[src/rtl/rip_branch_predictor_gshare_v2.sv]
// Bimodal/gshare direction predictor with speculative global history,
// reset-time table initialisation and saturating performance counters.
module rip_branch_predictor_gshare_v2 #(
    parameter int INDEX_WIDTH = 10,
    parameter int HIST_WIDTH  = 10,
    parameter int CTR_WIDTH   = 2,
    parameter int MODE        = 1,
    parameter int PC_LSB      = 2
) (
    input  logic                   clk,
    input  logic                   rstn,
    output logic                   ready,
    input  logic                   lookup_valid,
    input  logic [31:0]            lookup_pc,
    output logic                   pred_valid,
    output logic                   pred_taken,
    output logic [INDEX_WIDTH-1:0] pred_index,
    output logic [CTR_WIDTH-1:0]   pred_ctr,
    output logic [HIST_WIDTH-1:0]  pred_hist,
    input  logic                   upd_valid,
    input  logic [INDEX_WIDTH-1:0] upd_index,
    input  logic [CTR_WIDTH-1:0]   upd_ctr,
    input  logic [HIST_WIDTH-1:0]  upd_hist,
    input  logic                   upd_taken,
    input  logic                   upd_mispredict,
    output logic [31:0]            perf_lookups,
    output logic [31:0]            perf_mispredicts
);

    localparam int DEPTH = 1 << INDEX_WIDTH;
    localparam logic [CTR_WIDTH-1:0] CTR_MAX = '1;
    localparam logic [CTR_WIDTH-1:0] CTR_WNT = CTR_MAX >> 1;

    typedef enum logic {
        S_INIT,
        S_RUN
    } state_t;

    state_t                 state;
    logic [INDEX_WIDTH-1:0] init_addr;
    logic [HIST_WIDTH-1:0]  ghr;
    logic [CTR_WIDTH-1:0]   pht [DEPTH];

    logic [INDEX_WIDTH-1:0] pc_bits;
    logic [INDEX_WIDTH-1:0] ghr_ext;
    logic [INDEX_WIDTH-1:0] lk_index;
    logic                   lk_acc;
    logic                   upd_acc;
    logic                   recover;
    logic [CTR_WIDTH-1:0]   new_ctr;
    logic [HIST_WIDTH-1:0]  ghr_spec;
    logic [HIST_WIDTH-1:0]  ghr_recov;
    logic                   we;
    logic [INDEX_WIDTH-1:0] waddr;
    logic [CTR_WIDTH-1:0]   wdata;
    logic                   unused_pc;

    assign unused_pc = ^lookup_pc;
    assign pc_bits   = lookup_pc[PC_LSB+INDEX_WIDTH-1:PC_LSB];

    always_comb begin
        ghr_ext = '0;
        ghr_ext[HIST_WIDTH-1:0] = ghr;
    end

    assign lk_index = (MODE == 1) ? (pc_bits ^ ghr_ext) : pc_bits;
    assign lk_acc   = (state == S_RUN) & lookup_valid;
    assign upd_acc  = (state == S_RUN) & upd_valid;
    assign recover  = upd_acc & upd_mispredict;

    // Truncating casts drop the oldest bit; also correct for 1-bit history.
    assign ghr_spec  = HIST_WIDTH'({ghr, pred_taken});
    assign ghr_recov = HIST_WIDTH'({upd_hist, upd_taken});

    always_comb begin
        new_ctr = upd_ctr;
        if (upd_taken) begin
            if (upd_ctr != CTR_MAX) new_ctr = upd_ctr + CTR_WIDTH'(1);
        end else begin
            if (upd_ctr != '0) new_ctr = upd_ctr - CTR_WIDTH'(1);
        end
    end

    always_comb begin
        we    = 1'b0;
        waddr = init_addr;
        wdata = CTR_WNT;
        if (rstn) begin
            unique case (state)
                S_INIT: we = 1'b1;
                S_RUN: begin
                    we    = upd_valid;
                    waddr = upd_index;
                    wdata = new_ctr;
                end
            endcase
        end
    end

    always_ff @(posedge clk) begin
        if (we) pht[waddr] <= wdata;
    end

    // The table read below sees the pre-write contents (read-first).
    always_ff @(posedge clk) begin
        if (!rstn) begin
            state            <= S_INIT;
            init_addr        <= '0;
            ready            <= 1'b0;
            ghr              <= '0;
            pred_valid       <= 1'b0;
            pred_taken       <= 1'b0;
            pred_index       <= '0;
            pred_ctr         <= '0;
            pred_hist        <= '0;
            perf_lookups     <= '0;
            perf_mispredicts <= '0;
        end else begin
            unique case (state)
                S_INIT: begin
                    init_addr <= init_addr + INDEX_WIDTH'(1);
                    if (init_addr == '1) begin
                        state <= S_RUN;
                        ready <= 1'b1;
                    end
                end
                S_RUN: ready <= 1'b1;
            endcase

            pred_valid <= lk_acc;
            if (lk_acc) begin
                pred_index <= lk_index;
                pred_ctr   <= pht[lk_index];
                pred_taken <= pht[lk_index][CTR_WIDTH-1];
                pred_hist  <= ghr;
            end

            if (MODE == 1) begin
                if (recover) ghr <= ghr_recov;
                else if (pred_valid) ghr <= ghr_spec;
            end

            if (lk_acc && perf_lookups != '1)
                perf_lookups <= perf_lookups + 32'd1;
            if (recover && perf_mispredicts != '1)
                perf_mispredicts <= perf_mispredicts + 32'd1;
        end
    end

endmodule

[config.mk]
export PLATFORM = sky130hd
export DESIGN_NAME = rip_branch_predictor_gshare_v2
export DESIGN_NICKNAME = d
export VERILOG_FILES = /design/src/rtl/rip_branch_predictor_gshare_v2.sv
export SDC_FILE = /design/constraint.sdc
export NUM_CORES = 2
export LEC_CHECK = 0
export CAP_MARGIN = 5
export CORE_MARGIN = 2
export CORE_UTILIZATION = 52
export CTS_CLUSTER_SIZE = 8
export DETAILED_ROUTE_END_ITERATION = 7
export HOLD_SLACK_MARGIN = 0.05
export PLACE_DENSITY_LB_ADDON = 0.08
export SLEW_MARGIN = 30
export SYNTH_ARGS = -nofsm -noshare
export SYNTH_HDL_FRONTEND = slang
export SYNTH_SLANG_ARGS = --single-unit
[constraint.sdc]
create_clock -name clk -period 147.4 [get_ports clk]
set_clock_uncertainty 0.05 [all_clocks]
set_input_delay 29.48 -clock clk [delete_from_list [all_inputs] [get_ports clk]]
set_output_delay 29.48 -clock clk [all_outputs]
set_load 0.005 [all_outputs]
==> impl_metrics.env <==
export IMPL_finalSetupViolCount=0
export IMPL_vias=52100
export IMPL_initial_core_util_pct=52.2
export IMPL_startpoint_type="input port"
export IMPL_synthFlopType="edfxtp_1"
export IMPL_cts_sinks=2157
export IMPL_critPathBufInv=4
export IMPL_period_minus_slack_ns=35.13
export IMPL_place_congestion=0.851
export IMPL_numPortBuffers=125
export IMPL_power_leakage_nw=31.8
export IMPL_track_usage_pct=29.8
export IMPL_vias_per_cell=6.42
export IMPL_cellPowerDensity_nw_per_um2=13.3
export IMPL_crit_family="buffers and inverters"
export IMPL_dieArea_sq_um=173000
export IMPL_cts_root_buffer="clkbuf_16"
export IMPL_yosysWarningCount=0
export IMPL_synth_edf_count=2048
export IMPL_synth_avg_cell_area_sq_um=15.6
export IMPL_finalCritPeriodShare_pct=23.8
export IMPL_drtIter0Drc=6814
export IMPL_io_pins=149
export IMPL_drc=0
export IMPL_maxCapViolations=0
export IMPL_slew_limit_headroom_pct=29.5
export IMPL_synth_top_area_share_pct=69.7
export IMPL_synth_commonest_cells="edfxtp_1 (2048), nor2_1 (1101), nand2_1 (584)"
export IMPL_detail_route_antenna_nets=0
export IMPL_yosysTopAreaCell="edfxtp_1"
export IMPL_setup_tns_final_ns=0
export IMPL_synthToLayoutAreaGrowth_pct=13.8
export IMPL_synth_seq_cells=2157
export IMPL_synth_most_common_cell="edfxtp_1"
export IMPL_multi_input_area_sq_um=22800
export IMPL_grt_pass1_wl_mm=367
export IMPL_cts_resized=0
export IMPL_crit_top_cell="buf_4"
export IMPL_crit_type="in2reg"
export IMPL_synthTopCellsByArea="edfxtp_1 (70%), mux4_2 (10%), nor2_1 (4.7%), nand2_1 (2.5%), dfxtp_1 (2.5%)"
export IMPL_required_ns=148.08
export IMPL_drtPass1Iterations=8
export IMPL_cts_buffers=319
export IMPL_status="finished clean"
export IMPL_nNetsFinal=5905
export IMPL_grt_max_degree=233
export IMPL_post_route_cells_drive_above_1_share_pct=16.8
export IMPL_end_kind="flop"
export IMPL_nFillCells=13000
export IMPL_placed_cells=7734
export IMPL_die_width_um=416
export IMPL_clk_path_buf_depth=4
export IMPL_rows=151
export IMPL_ys_seq_area_share_pct=72.2
export IMPL_syn_num_nets=5724
export IMPL_syn_area_sq_um=88200
export IMPL_drt_wl_total_mm=258
export IMPL_tightest_slew_ns=1.06
export IMPL_path_max_fanout=43
export IMPL_drv_slew=0
export IMPL_finalPower_mw=1.33
export IMPL_instances_no_fill=8120
export IMPL_regArea_sq_um=63700
export IMPL_cp_slowest_cell="o21ai_0"
export IMPL_hold_buffers=0
export IMPL_clkTransAtPathRegs_ns=0.05
export IMPL_worst_path_largest_cell_delay_ns=0.76
export IMPL_fmax_ghz=0.0285
export IMPL_synth_cell_types=68
export IMPL_htreeDepth=5
export IMPL_grt_overflow=0
export IMPL_hold_class="reg2reg"
export IMPL_cts_setup_buffers=0
export IMPL_vdd_ir_drop_worst_mv=0.0129
export IMPL_die_h_um=416
export IMPL_insertion_delay_ns=0.92
export IMPL_crit_chain="clkdlybuf4s50_1, xnor2_4, buf_4, buf_4, buf_4, mux4_2, a22o_1, a221oi_1, o22ai_1, o21ai_0, nand4_1, nor4bb_1"
export IMPL_antenna_found_initial=11
export IMPL_async_reset_ff_share_pct=0
export IMPL_cts_tree="yes"
export IMPL_timing_final_hold_violations=0
export IMPL_netlist_instances=5661
export IMPL_wire_per_inst_um=31.8
export IMPL_core_sq_um=169000
export IMPL_cp_data_arrival_time_ns=35.82
export IMPL_grt_pass1_vias=51800
export IMPL_grt_setup_unrepaired="false"
export IMPL_hpwl_mm=139
[metal layers]
metal | vias to the layer above | wire (um) | part of all wire, % | track usage, %
li1 | 21900 | - | - | -
met4 | 2 | 9040 | 3.5 | 10.4
met2 | 2639 | 124000 | 48 | 47.4
met3 | 555 | 24200 | 9.3 | 5.91
met5 | - | 12 | 0.0046 | 0
met1 | 27000 | 101000 | 39 | 41.5
[sequential cells by signal (all words and copies together), names as in the netlist, 10 cells and up]
| signal | flops |
|---|---|
| pht | 2048 |
| perf_lookups | 32 |
| perf_mispredicts | 32 |
| ghr | 10 |
| init_addr | 10 |
| pred_hist | 10 |
| pred_index | 10 |
[stage by stage]
step | hold slack (ns) | util (%) | area, sq um | setup WS [ns]
after floorplan | 0.400 | - | 88200 | 70.20
after global placement | 0.383 | 54.3 | 91800 | 111.32
after detailed placement | 0.388 | 54.4 | 91900 | 111.37
after CTS | 0.400 | 59.4 | 100000 | 112.30
after global routing | 0.440 | 59.5 | 100000 | 111.96
final | 0.395 | 59.5 | 100000 | 112.27
[worst register-to-register path, delay by kind of cell, from the launching register on]
| kind | cells | cell delay (ns) |
|---|---|---|
| and+or+nand+nor | 2 | 0.66 |
| buffers and inverters | 3 | 2.33 |
| AOI/OAI and AO/OA | 4 | 1.53 |
| muxes | 1 | 0.62 |
| xor gates and xnor gates | 1 | 0.62 |
| DFF | 1 | 0.45 |
[report_power, final]
group          leakage (nW)  internal (mW)  switching (mW)  total [mW]
sequential             20.3          0.662        0.000153       0.662
combinational          7.45         0.0114          0.0277      0.0392
clock                  4.09          0.389           0.244       0.633
total                  31.8           1.06           0.272        1.33
[layout make-up]
cell class	count	area share, %
Multi-Input combinational cell	3061	22.7
Inverter	17	0.0635
Antenna cell	8	0.0199
Clock inverter	6	0.0548
Clock buffer	367	8.27
Tap cell	2218	2.76
Sequential cell	2157	63.4
Timing Repair Buffer	286	2.72
[final timing paths]
path	start	endpoint	slack, ns	cells after the start
setup / recovery	lookup_pc[2]	pred_taken	112.27	12
hold / removal	ready	ready	0.40	1
setup reg to reg	ghr[0]	pred_taken	141.00	11
hold reg to reg	ready	ready	0.40	1
[layout by cell type (no fill, tap or decap), types with 8 or more instances in the layout]
cell type,synthesis,final
clkbuf_1,239,41
clkdlybuf4s50_1,0,124
nor3_1,28,27
diode_2,0,8
a32oi_1,52,52
a22o_1,34,34
buf_12,5,11
dfxtp_1,109,109
nor2_4,0,8
o211ai_1,13,13
nor2b_1,11,11
mux4_2,407,407
a31oi_1,41,41
a21boi_0,26,26
a221oi_1,35,35
or3_1,17,17
o21ai_0,43,41
o22ai_1,17,17
o211a_1,19,19
buf_6,37,11
and3_1,11,11
nand2_2,0,38
nand3_1,164,164
xnor2_1,44,40
and2_1,54,54
mux2i_1,73,73
a21oi_1,34,33
nor2_1,1101,1085
buf_4,21,135
clkbuf_16,0,326
a22oi_1,61,61
xor2_1,29,24
inv_1,17,17
edfxtp_1,2048,2048
nand2_1,584,541
nor2_2,0,8
nand4_1,70,70
[kinds of logic after synthesis]
kind of cell	count (synthesis)	share of synthesized area [%]
muxes	481	11.2
AOI/OAI and AO/OA	426	3.61
adders and majority gates	3	0.0425
buffers and inverters	443	2.47
xor gates and xnor gates	74	0.743
and+or+nand+nor	2077	9.74
DFF	2157	72.2
(Power assumes the default switching activity.)
